### src/rtl/bru_pkg.sv
// Shared constants and payload types for the branch resolve unit.
package bru_pkg;

    localparam logic [2:0] F3_BEQ  = 3'b000;
    localparam logic [2:0] F3_BNE  = 3'b001;
    localparam logic [2:0] F3_BLT  = 3'b100;
    localparam logic [2:0] F3_BGE  = 3'b101;
    localparam logic [2:0] F3_BLTU = 3'b110;
    localparam logic [2:0] F3_BGEU = 3'b111;

    localparam int LAT_MIN  = 1;
    localparam int LAT_MAX  = 2;
    localparam int XLEN_MIN = 8;

    // Control payload carried from the low-half compare stage to the combine stage.
    typedef struct packed {
        logic [2:0] funct3;
        logic       pred_taken;
        logic       eq_lo;
        logic       lt_lo;
    } stage_a_t;

    typedef struct packed {
        logic taken;
        logic illegal;
        logic mispredict;
    } bru_flags_t;

endpackage

### src/rtl/branch_resolve_unit_if.sv
// Branch request/response bundle between execute and the resolve unit.
interface branch_resolve_unit_if #(
    parameter int XLEN = 32
) ();
    logic            in_valid;
    logic [2:0]      funct3;
    logic [XLEN-1:0] rs1;
    logic [XLEN-1:0] rs2;
    logic [XLEN-1:0] pc;
    logic [XLEN-1:0] imm;
    logic            pred_taken;

    logic            out_valid;
    logic            taken;
    logic [XLEN-1:0] redirect_pc;
    logic            mispredict;
    logic            illegal;

    modport master (
        output in_valid, funct3, rs1, rs2, pc, imm, pred_taken,
        input  out_valid, taken, redirect_pc, mispredict, illegal
    );

    modport slave (
        input  in_valid, funct3, rs1, rs2, pc, imm, pred_taken,
        output out_valid, taken, redirect_pc, mispredict, illegal
    );
endinterface

### src/rtl/branch_cmp_slice.sv
// W-bit magnitude compare; signed_msb reinterprets the top bit as a sign bit.
module branch_cmp_slice #(
    parameter int W = 32
) (
    input  logic [W-1:0] a,
    input  logic [W-1:0] b,
    input  logic         signed_msb,
    output logic         eq,
    output logic         lt
);
    logic lt_u;

    assign eq   = (a == b);
    assign lt_u = (a < b);
    // With differing sign bits the unsigned answer is exactly inverted.
    assign lt   = (signed_msb && (a[W-1] != b[W-1])) ? ~lt_u : lt_u;
endmodule

### src/rtl/branch_resolve_unit.sv
// Pipelined B-type branch resolution (LATENCY 1 or 2); perf counters under `BRU_PERF_EN.
module branch_resolve_unit
    import bru_pkg::*;
#(
    parameter int XLEN    = 32,
    parameter int LATENCY = 1
) (
    input  logic                 clk,
    input  logic                 rst_n,
    branch_resolve_unit_if.slave bus,
    input  logic                 stall,
    input  logic                 flush,
    output logic [31:0]          br_cnt,
    output logic [31:0]          mis_cnt
);

    function automatic bru_flags_t resolve(input logic [2:0] f3, input logic eq,
                                           input logic lt, input logic pred);
        bru_flags_t r;
        r.illegal = 1'b0;
        case (f3)
            F3_BEQ:  r.taken = eq;
            F3_BNE:  r.taken = ~eq;
            F3_BLT:  r.taken = lt;
            F3_BGE:  r.taken = ~lt;
            F3_BLTU: r.taken = lt;
            F3_BGEU: r.taken = ~lt;
            default: begin
                r.taken   = 1'b0;
                r.illegal = 1'b1;
            end
        endcase
        r.mispredict = (r.taken != pred);
        return r;
    endfunction

    if (LATENCY < LAT_MIN || LATENCY > LAT_MAX || XLEN < XLEN_MIN || (XLEN % 2) != 0) begin : g_bad_param
        $error("branch_resolve_unit: LATENCY must be 1..2 and XLEN even and >= 8");
    end

    logic [XLEN-1:0] tgt_pc, fall_pc;
    assign tgt_pc  = bus.pc + bus.imm;
    assign fall_pc = bus.pc + XLEN'(4);

    logic            fin_vld;
    logic [2:0]      fin_f3;
    logic            fin_eq, fin_lt, fin_pred;
    logic [XLEN-1:0] fin_tgt, fin_fall;

    if (LATENCY == 1) begin : g_lat1
        branch_cmp_slice #(.W(XLEN)) u_cmp (
            .a(bus.rs1), .b(bus.rs2), .signed_msb(~bus.funct3[1]),
            .eq(fin_eq), .lt(fin_lt)
        );
        assign fin_vld  = bus.in_valid;
        assign fin_f3   = bus.funct3;
        assign fin_pred = bus.pred_taken;
        assign fin_tgt  = tgt_pc;
        assign fin_fall = fall_pc;
    end else begin : g_lat2
        localparam int HALF = XLEN / 2;

        logic            eq_lo, lt_lo, eq_hi, lt_hi;
        logic            vld_p1_d, vld_p1_q;
        stage_a_t        ctl_p1_d, ctl_p1_q;
        logic [HALF-1:0] rs1_hi_p1_d, rs1_hi_p1_q, rs2_hi_p1_d, rs2_hi_p1_q;
        logic [XLEN-1:0] tgt_p1_d, tgt_p1_q, fall_p1_d, fall_p1_q;

        branch_cmp_slice #(.W(HALF)) u_cmp_lo (
            .a(bus.rs1[HALF-1:0]), .b(bus.rs2[HALF-1:0]), .signed_msb(1'b0),
            .eq(eq_lo), .lt(lt_lo)
        );

        always_comb begin
            vld_p1_d    = vld_p1_q;
            ctl_p1_d    = ctl_p1_q;
            rs1_hi_p1_d = rs1_hi_p1_q;
            rs2_hi_p1_d = rs2_hi_p1_q;
            tgt_p1_d    = tgt_p1_q;
            fall_p1_d   = fall_p1_q;
            if (flush) begin
                vld_p1_d = 1'b0;
            end else if (!stall) begin
                vld_p1_d = bus.in_valid;
                if (bus.in_valid) begin
                    ctl_p1_d    = '{funct3: bus.funct3, pred_taken: bus.pred_taken,
                                    eq_lo: eq_lo, lt_lo: lt_lo};
                    rs1_hi_p1_d = bus.rs1[XLEN-1:HALF];
                    rs2_hi_p1_d = bus.rs2[XLEN-1:HALF];
                    tgt_p1_d    = tgt_pc;
                    fall_p1_d   = fall_pc;
                end
            end
        end

        // Stage A -> stage B boundary: low-half result and high-half operands.
        always_ff @(posedge clk or negedge rst_n) begin
            if (!rst_n) vld_p1_q <= 1'b0;
            else        vld_p1_q <= vld_p1_d;
        end

        always_ff @(posedge clk) begin
            ctl_p1_q    <= ctl_p1_d;
            rs1_hi_p1_q <= rs1_hi_p1_d;
            rs2_hi_p1_q <= rs2_hi_p1_d;
            tgt_p1_q    <= tgt_p1_d;
            fall_p1_q   <= fall_p1_d;
        end

        branch_cmp_slice #(.W(HALF)) u_cmp_hi (
            .a(rs1_hi_p1_q), .b(rs2_hi_p1_q), .signed_msb(~ctl_p1_q.funct3[1]),
            .eq(eq_hi), .lt(lt_hi)
        );

        assign fin_vld  = vld_p1_q;
        assign fin_f3   = ctl_p1_q.funct3;
        assign fin_pred = ctl_p1_q.pred_taken;
        assign fin_eq   = eq_hi & ctl_p1_q.eq_lo;
        assign fin_lt   = lt_hi | (eq_hi & ctl_p1_q.lt_lo);
        assign fin_tgt  = tgt_p1_q;
        assign fin_fall = fall_p1_q;
    end

    bru_flags_t      fin_flags;
    logic            vld_p2_d, vld_p2_q;
    bru_flags_t      flags_p2_d, flags_p2_q;
    logic [XLEN-1:0] redirect_p2_d, redirect_p2_q;

    assign fin_flags = resolve(fin_f3, fin_eq, fin_lt, fin_pred);

    // Flags are gated into the register so invalid cycles always present zeros.
    always_comb begin
        vld_p2_d      = vld_p2_q;
        flags_p2_d    = flags_p2_q;
        redirect_p2_d = redirect_p2_q;
        if (flush) begin
            vld_p2_d   = 1'b0;
            flags_p2_d = '0;
        end else if (!stall) begin
            vld_p2_d   = fin_vld;
            flags_p2_d = '0;
            if (fin_vld) begin
                flags_p2_d    = fin_flags;
                redirect_p2_d = fin_flags.taken ? fin_tgt : fin_fall;
            end
        end
    end

    // Output stage boundary.
    always_ff @(posedge clk or negedge rst_n) begin
        if (!rst_n) begin
            vld_p2_q      <= 1'b0;
            flags_p2_q    <= '0;
            redirect_p2_q <= '0;
        end else begin
            vld_p2_q      <= vld_p2_d;
            flags_p2_q    <= flags_p2_d;
            redirect_p2_q <= redirect_p2_d;
        end
    end

    assign bus.out_valid   = vld_p2_q;
    assign bus.taken       = flags_p2_q.taken;
    assign bus.illegal     = flags_p2_q.illegal;
    assign bus.mispredict  = flags_p2_q.mispredict;
    assign bus.redirect_pc = redirect_p2_q;

`ifdef BRU_PERF_EN
    function automatic logic [31:0] sat_inc(input logic [31:0] v);
        return (&v) ? v : v + 32'd1;
    endfunction

    logic [31:0] br_cnt_d, br_cnt_q, mis_cnt_d, mis_cnt_q;

    always_comb begin
        br_cnt_d  = br_cnt_q;
        mis_cnt_d = mis_cnt_q;
        if (vld_p2_q && !stall) begin
            br_cnt_d = sat_inc(br_cnt_q);
            if (flags_p2_q.mispredict) mis_cnt_d = sat_inc(mis_cnt_q);
        end
    end

    always_ff @(posedge clk or negedge rst_n) begin
        if (!rst_n) begin
            br_cnt_q  <= '0;
            mis_cnt_q <= '0;
        end else begin
            br_cnt_q  <= br_cnt_d;
            mis_cnt_q <= mis_cnt_d;
        end
    end

    assign br_cnt  = br_cnt_q;
    assign mis_cnt = mis_cnt_q;
`else
    assign br_cnt  = '0;
    assign mis_cnt = '0;
`endif

endmodule

### src/flat_wrapper.sv
// flat-port wrapper written by rule: the top's interface ports become plain ports
module branch_resolve_unit_flat import bru_pkg::*;
#(
    parameter int XLEN    = 32,
    parameter int LATENCY = 1
)
  (clk, rst_n, stall, flush, br_cnt, mis_cnt, bus_in_valid, bus_funct3, bus_rs1, bus_rs2, bus_pc, bus_imm, bus_pred_taken, bus_out_valid, bus_taken, bus_redirect_pc, bus_mispredict, bus_illegal);
  branch_resolve_unit_if #(.XLEN(XLEN)) bus_i ();
  input  logic clk;
  input  logic rst_n;
  input  logic stall;
  input  logic flush;
  output logic [31:0] br_cnt;
  output logic [31:0] mis_cnt;
  input wire logic [$bits(bus_i.in_valid)-1:0] bus_in_valid;
  input wire logic [$bits(bus_i.funct3)-1:0] bus_funct3;
  input wire logic [$bits(bus_i.rs1)-1:0] bus_rs1;
  input wire logic [$bits(bus_i.rs2)-1:0] bus_rs2;
  input wire logic [$bits(bus_i.pc)-1:0] bus_pc;
  input wire logic [$bits(bus_i.imm)-1:0] bus_imm;
  input wire logic [$bits(bus_i.pred_taken)-1:0] bus_pred_taken;
  output wire logic [$bits(bus_i.out_valid)-1:0] bus_out_valid;
  output wire logic [$bits(bus_i.taken)-1:0] bus_taken;
  output wire logic [$bits(bus_i.redirect_pc)-1:0] bus_redirect_pc;
  output wire logic [$bits(bus_i.mispredict)-1:0] bus_mispredict;
  output wire logic [$bits(bus_i.illegal)-1:0] bus_illegal;
  assign bus_i.in_valid = bus_in_valid;
  assign bus_i.funct3 = bus_funct3;
  assign bus_i.rs1 = bus_rs1;
  assign bus_i.rs2 = bus_rs2;
  assign bus_i.pc = bus_pc;
  assign bus_i.imm = bus_imm;
  assign bus_i.pred_taken = bus_pred_taken;
  assign bus_out_valid = bus_i.out_valid;
  assign bus_taken = bus_i.taken;
  assign bus_redirect_pc = bus_i.redirect_pc;
  assign bus_mispredict = bus_i.mispredict;
  assign bus_illegal = bus_i.illegal;
  branch_resolve_unit #(.XLEN(XLEN), .LATENCY(LATENCY)) u_core (.clk(clk), .rst_n(rst_n), .bus(bus_i), .stall(stall), .flush(flush), .br_cnt(br_cnt), .mis_cnt(mis_cnt));
endmodule
### config.mk
export PLATFORM = sky130hd
export DESIGN_NAME = branch_resolve_unit_flat
export DESIGN_NICKNAME = d
export VERILOG_FILES = /design/src/rtl/bru_pkg.sv /design/src/rtl/branch_resolve_unit_if.sv /design/src/rtl/branch_cmp_slice.sv /design/src/rtl/branch_resolve_unit.sv /design/src/flat_wrapper.sv
export SDC_FILE = /design/constraint.sdc
export NUM_CORES = 1
export LEC_CHECK = 0
export ABC_AREA = 1
export BUFFER_PORTS_ARGS = -buffer_cell sky130_fd_sc_hd__buf_4
export CORE_UTILIZATION = 50
export DETAILED_ROUTE_END_ITERATION = 7
export GPL_ROUTABILITY_DRIVEN = 0
export PLACE_DENSITY = 0.82
export SYNTH_ARGS = -nofsm -noshare
export SYNTH_HDL_FRONTEND = slang
export SYNTH_HIERARCHICAL = 1
export SYNTH_SLANG_ARGS = --single-unit
### constraint.sdc
create_clock -name clk -period 0.9 [get_ports clk]
set_clock_uncertainty 0.15 [all_clocks]
set_input_delay 0.045 -clock clk [delete_from_list [all_inputs] [get_ports clk]]
set_output_delay 0.045 -clock clk [all_outputs]
set_load 0.05 [all_outputs]
=== Word-level counts from Yosys, hierarchy flattened ===
Index checks and enable logic that the tools add are counted.

* $add $sub $neg: 2
* $lt $le $gt $ge: 1
* Eq/ne operators: 9
* Multiplexer cells: 9
* Bitwise gates (word level): 6
* Reduce and logical (&&, ||, !) cells: 6

{| class="wikitable"
|+ Operators with widths
! kind !! count
|-
| 32-bit by 3-bit adder with 32-bit output (second input constant) || 1
|-
| 32-bit adder || 1
|-
| 32-bit equality test || 1
|-
| 32-bit < comparator || 1
|-
| 32-bit two-way mux || 1
|-
| 3-bit equality test (second input constant) || 4
|-
| 3-bit two-way mux || 3
|-
| 1-bit NOT || 6
|-
| 6-bit OR reduction || 1
|-
| 1-bit two-way mux || 4
|-
| 1-bit case mux with 4 select lines || 1
|-
| 2-bit OR reduction || 2
|-
| 3-bit by 1-bit equality test with 1-bit output (second input constant) || 1
|-
| 3-bit zero test || 1
|-
| 3-bit AND reduction || 1
|-
| 1-bit inequality test || 2
|-
| 2-bit by 1-bit inequality test with 1-bit output (second input constant) || 1
|-
| 1-bit logical AND || 1
|}

* Register bits after elaboration: 36
* Input port bits: 137
* Output and inout port bits: 100
* Word-level logic and storage cells: 38

=== Logic depth before layout (Yosys ltp) ===
* Depth in word-level cells: 9
* Depth in mapped cells: 25
* Gate-level depth less buffers: 24

=== By module ===
Netlist, hierarchy kept.

{| class="wikitable"
|+ By module, submodules not included
! module !! times used !! cells each !! area each (um^2) !! seq. area each (um^2)
|-
| branch_resolve_unit || 1 || 925 || 5307.6 || 900.9
|-
| branch_cmp_slice || 1 || 146 || 884.6 || 0.0
|}

=== Least setup slack after synthesis ===
No wires, ideal clock.

* Kind: input -> register
* From: input port bus_rs2[21]
* To: register u_core.redirect_p2_q[8], in the netlist u_core/bus.redirect_pc[8]
* Library setup time: 119 ps
* Arrival time: 1739 ps
* Data required time: 631 ps
* Slack: -1108 ps
* Stages: 17
* Path buffers: 1
* Cells stage by stage: inv_1 > ha_1 > a21oi_1 > nor2_1 > nor2_1 > nand3_1 > a21oi_2 > nand3_1 > nand2_1 > xor2_1 > nand2_1 > nand2_2 > inv_2 > buf_6 > a21oi_1 > o21ai_0 > o21a_1

* Longest elaborated chain between the ends: 6
* Elaborated cells between the ends (all ways): 8
* Those cells by class: order compare (1); eq/ne (1); mux (3); bitwise (3)

{| class="wikitable"
|+ RTL lines
! element !! RTL line !! text
|-
| start, declared || flat_wrapper.sv:18 || <nowiki>input wire logic [$bits(bus_i.rs2)-1:0] bus_rs2;</nowiki>
|-
| 32-bit < comparator * || branch_cmp_slice.sv:14 || <nowiki>assign lt_u = (a < b);</nowiki>
|-
| 1-bit NOT || branch_cmp_slice.sv:16 || <nowiki>assign lt = (signed_msb && (a[W-1] != b[W-1])) ? ~lt_u : lt_u;</nowiki>
|-
| 1-bit two-way mux * || branch_cmp_slice.sv:16 ||
|-
| net u_core.fin_lt || branch_resolve_unit.sv:47 || <nowiki>logic fin_eq, fin_lt, fin_pred;</nowiki>
|-
| 1-bit NOT || branch_resolve_unit.sv:25, branch_resolve_unit.sv:27 ||
|-
| 1-bit case mux with 4 select lines * || branch_resolve_unit.sv:21 || <nowiki>case (f3)</nowiki>
|-
| 32-bit two-way mux * || branch_resolve_unit.sv:144 || <nowiki>redirect_p2_d = fin_flags.taken ? fin_tgt : fin_fall;</nowiki>
|-
| end signal, assigned || branch_resolve_unit.sv:158 || <nowiki>redirect_p2_q <= redirect_p2_d;</nowiki>
|-
| end, declared || branch_resolve_unit.sv:127 || <nowiki>logic [XLEN-1:0] redirect_p2_d, redirect_p2_q;</nowiki>
|}

Mark *: on every way through the listed nets, which the timed path passes. The rest lies on a longest branch.
A chain may end at the register's enable or synchronous reset.

=== Worst setup path in the final report ===
* From: input port bus_pc[16]
* To: register u_core.redirect_p2_q[27], in the netlist u_core/bus.redirect_pc[27]

* Longest elaborated chain between the ends: 2
* Elaborated cells between the ends (all ways): 3
* Those cells by class: add/sub (2); mux (1)

{| class="wikitable"
|+ RTL lines
! element !! RTL line !! text
|-
| start, declared || flat_wrapper.sv:19 || <nowiki>input wire logic [$bits(bus_i.pc)-1:0] bus_pc;</nowiki>
|-
| 32-bit by 3-bit adder with 32-bit output or 32-bit adder (tied branches) || branch_resolve_unit.sv:43, branch_resolve_unit.sv:42 ||
|-
| 32-bit two-way mux * || branch_resolve_unit.sv:144 ||
|}

Mark *: on every way between the ends. The rest lies on a longest branch, timed or not.

==> metrics <==
worst-margin pin slew=1230 ps; Clock Pin Slew Worst Setup and Hold Paths=60 ps; Initial Utilization=51.3%; Critical R2R Launch=u_core/bus.redirect_pc[16]; Cell Pwr Density=approximately 1300 mW/mm2; HPWL after DPL=16.9 mm; CP Capture Type=flip-flop; Post-synth EDFFs=0; Synth top area share=20.7%; Critical Path Source=bus_pc[16]; critical path data arrival time=2350 ps; final WL=28.9 mm; post-route ant nets=0; worst skew pair latency=290 ps; Leak=5.40 nW; Peak Freq=~440 MHz; top cell types by occurrence after synthesis=342 x nand2_1, 177 x inv_1, 107 x nor2_1; Yosys Warn Count=6; synth top area cells=nand2_1 21%, dfrtp_1 15%, ha_1 13%, inv_1 11%, buf_4 7.9%; #FFs+latches synth=36; share of layout cells above drive strength 1=34.5%; Data required, critical path=about 960 ps; Util after Layout=80.9%; Slowest-stage cell, CP=nor3_1; Post-CTS Hold Fix Bufs=3; max_slew headroom=approximately 18%; initial antenna violation count=2; period utilization=254%; hold_sp=bus_funct3[2]; total number of vias=9033; combinational power share=66.9%; Synth Instances=1071; Syn Std Cell Area=0.00619 mm2; CP Max Fanout=4; P_sw=6.15 mW; Layout area overhead=57.5%; Worst path top cell family by delay=simple AND/OR/NAND/NOR gates; TNS Setup=-47510 ps; number of cells in the finished layout apart from fillers=1556; minimum clock period=~2300 ps; global route total overflow=0; maxcap violations=0; Clock Tree Buf Depth=2; Nets=1588; post-synthesis sequential area ratio=between 10% and 20%; Main synth FF type=dfrtp_1; Chip Height=between 100 and 150 um; Sw Ratio=between 40% and 50%; Final WS setup=-1390 ps; register share of total power=18.2%; initial DRC count=1846; residual DRC count=127; Mean Syn Cell Area=5.78 um2; Critical path buffers and inverters=3; Worst VDD drop=~0.84 mV; async set-reset flop share out of synthesis=100%; WS Path Type=in2reg; Min Hold Slack=-79.2 ps; gr usage total=36.9%; DR WL/cell=18.5 um; first-pass GRT wire length=36.9 mm; I/O Pins=about 240; area leader, netlist=nand2_1; final instance area=between 0.009 and 0.01 mm2; status=finished with violations; via/cell ratio=5.81; Num CTS Buffers=5; I/O Buffers=172; CTS tree=yes; Root Driver=clkbuf_16; CP Cell Sequence=buf_4 > buf_4 > inv_1 > nor3_1 > nand2_1 > nor2_4 > a21oi_1 > nor2_1 > nor2_1 > a21oi_1; largest net degree at the start of global routing=20; DP Area=0.00841 mm2; CTS sink cnt=36; Synth cell types=41; clock share of power=14.9%; DR pass1 iterations=8; endpoints failing setup=71; failing checks=design-rule violations, negative hold slack, negative setup slack; vias in the first global route=7805; setup slack at placement=-1430 ps; CP startpoint kind=primary input; internal power=6.26 mW; Core ar.=0.0121 mm2; RSZ-0062 raised after global routing=yes; die area=0.0128 mm2; Site Rows=40; final hold violations=2; Die X=113 um; Total Power=12.4 mW; Placed Cells=around 1500; top-count cell post-synth=nand2_1; fin. max-slew vios=0; H-tree depth=2; max incr delay on CP=between 900 and 1000 ps; Hold WC Path Type=in2reg
## cell usage in the layout (no fill, tap or decap), types with 3 or more instances in the layout
cell	count
nand2_1	335
buf_4	258
inv_1	161
nor2_1	104
conb_1	64
ha_1	48
nand3_1	47
buf_6	44
a21oi_1	39
a21oi_2	33
dfrtp_1	33
inv_2	15
ha_4	15
xor2_1	13
nand3_2	13
buf_12	10
nor2_2	10
nand2_2	10
nand3_4	9
nand4_1	9
a21oi_4	9
o21ai_1	9
nor3_1	8
nand3b_1	8
clkbuf_16	6
nor2_4	6
a31oi_1	6
nand2_4	5
o21ai_2	5
xnor2_1	5
or2_2	5
clkinv_2	3
dlygate4sd3_1	3
nor3_2	3
a21o_1	3
o21ai_0	3
dfrtp_2	3
inv_4	3
## sequential cells by signal, indices dropped and copies added (netlist names)
register                flops
u_core/bus.taken            1
u_core/bus.out_valid        1
u_core/bus.redirect_pc     32
u_core/bus.mispredict       1
u_core/bus.illegal          1
## kinds of logic (layout without fill, tap and decap cells)
kind of cell    after synthesis  count (layout)  share of synthesized area (%)
buf+inv                     259             512                           19.9
other cells                   1              65                         0.0606
flops                        36              36                           14.5
simple gates                577             577                           39.7
xor+xnor                     18              18                           2.55
compound gates              115             115                           9.98
fa+ha+maj                    65              65                           13.3
## power groups by stage
stage / logic, mW / clock network, mW / registers [mW]
2_1_floorplan: 3.03 / 0 / 3.28
3_3_place_gp: 6.14 / 0 / 2.17
3_5_place_dp: 6.24 / 0 / 2.18
4_1_cts: 7.25 / 1.79 / 2.21
5_1_grt: 8.69 / 1.86 / 2.27
6_report: 8.29 / 1.85 / 2.26
## per-layer routing
layer,share of wire (%),up-vias,global-route usage (%)
li1,-,3849,-
met1,33,3907,41.4
met2,42,923,62.2
met3,16,352,11.7
met4,9.3,2,20.0
met5,0.080,-,1.57
## timing repair
| action | CTS | global route |
|---|---|---|
| buffers inserted | 15 | 17 |
| pin swaps | 19 | 32 |
| endpoints found under the hold margin | 42 | 3 |
| gates resized for setup | 120 | 58 |
| gates cloned | 5 | 1 |
| setup endpoints to repair | 70 | 70 |
## path summary, 6_finish.rpt
| check | endpoint | slack (ps) | cells after the start |
|---|---|---|---|
| worst min register to register | u_core/bus.redirect_pc[3] | 380 | 2 |
| worst max-delay path | u_core/bus.redirect_pc[27] | -1390 | 10 |
| max in group asynchronous | u_core/bus.redirect_pc[18] | 190 | 3 |
| min in group asynchronous | u_core/bus.redirect_pc[14] | 20 | 2 |
| worst min-delay path | u_core/bus.illegal | -80 | 3 |
| worst max register to register | u_core/bus.redirect_pc[16] | -240 | 3 |
## worst register-to-register path, cell delays in order (launching register included)
cell and delay (ps):
dfrtp_1 430, buf_4 160, nor2_1 230, a21oi_2 50
## cell type report
class                   instances  area [um2]
multi-input cells             839        4960
repair buffers                321        2810
fillers                       688        2310
flip-flops and latches         36         905
inverters                     183         719
well taps                     168         210
clock buffers                   6         139
clock inverters                 2        10.0
diodes                          1        2.50
(Power assumes the default switching activity.)
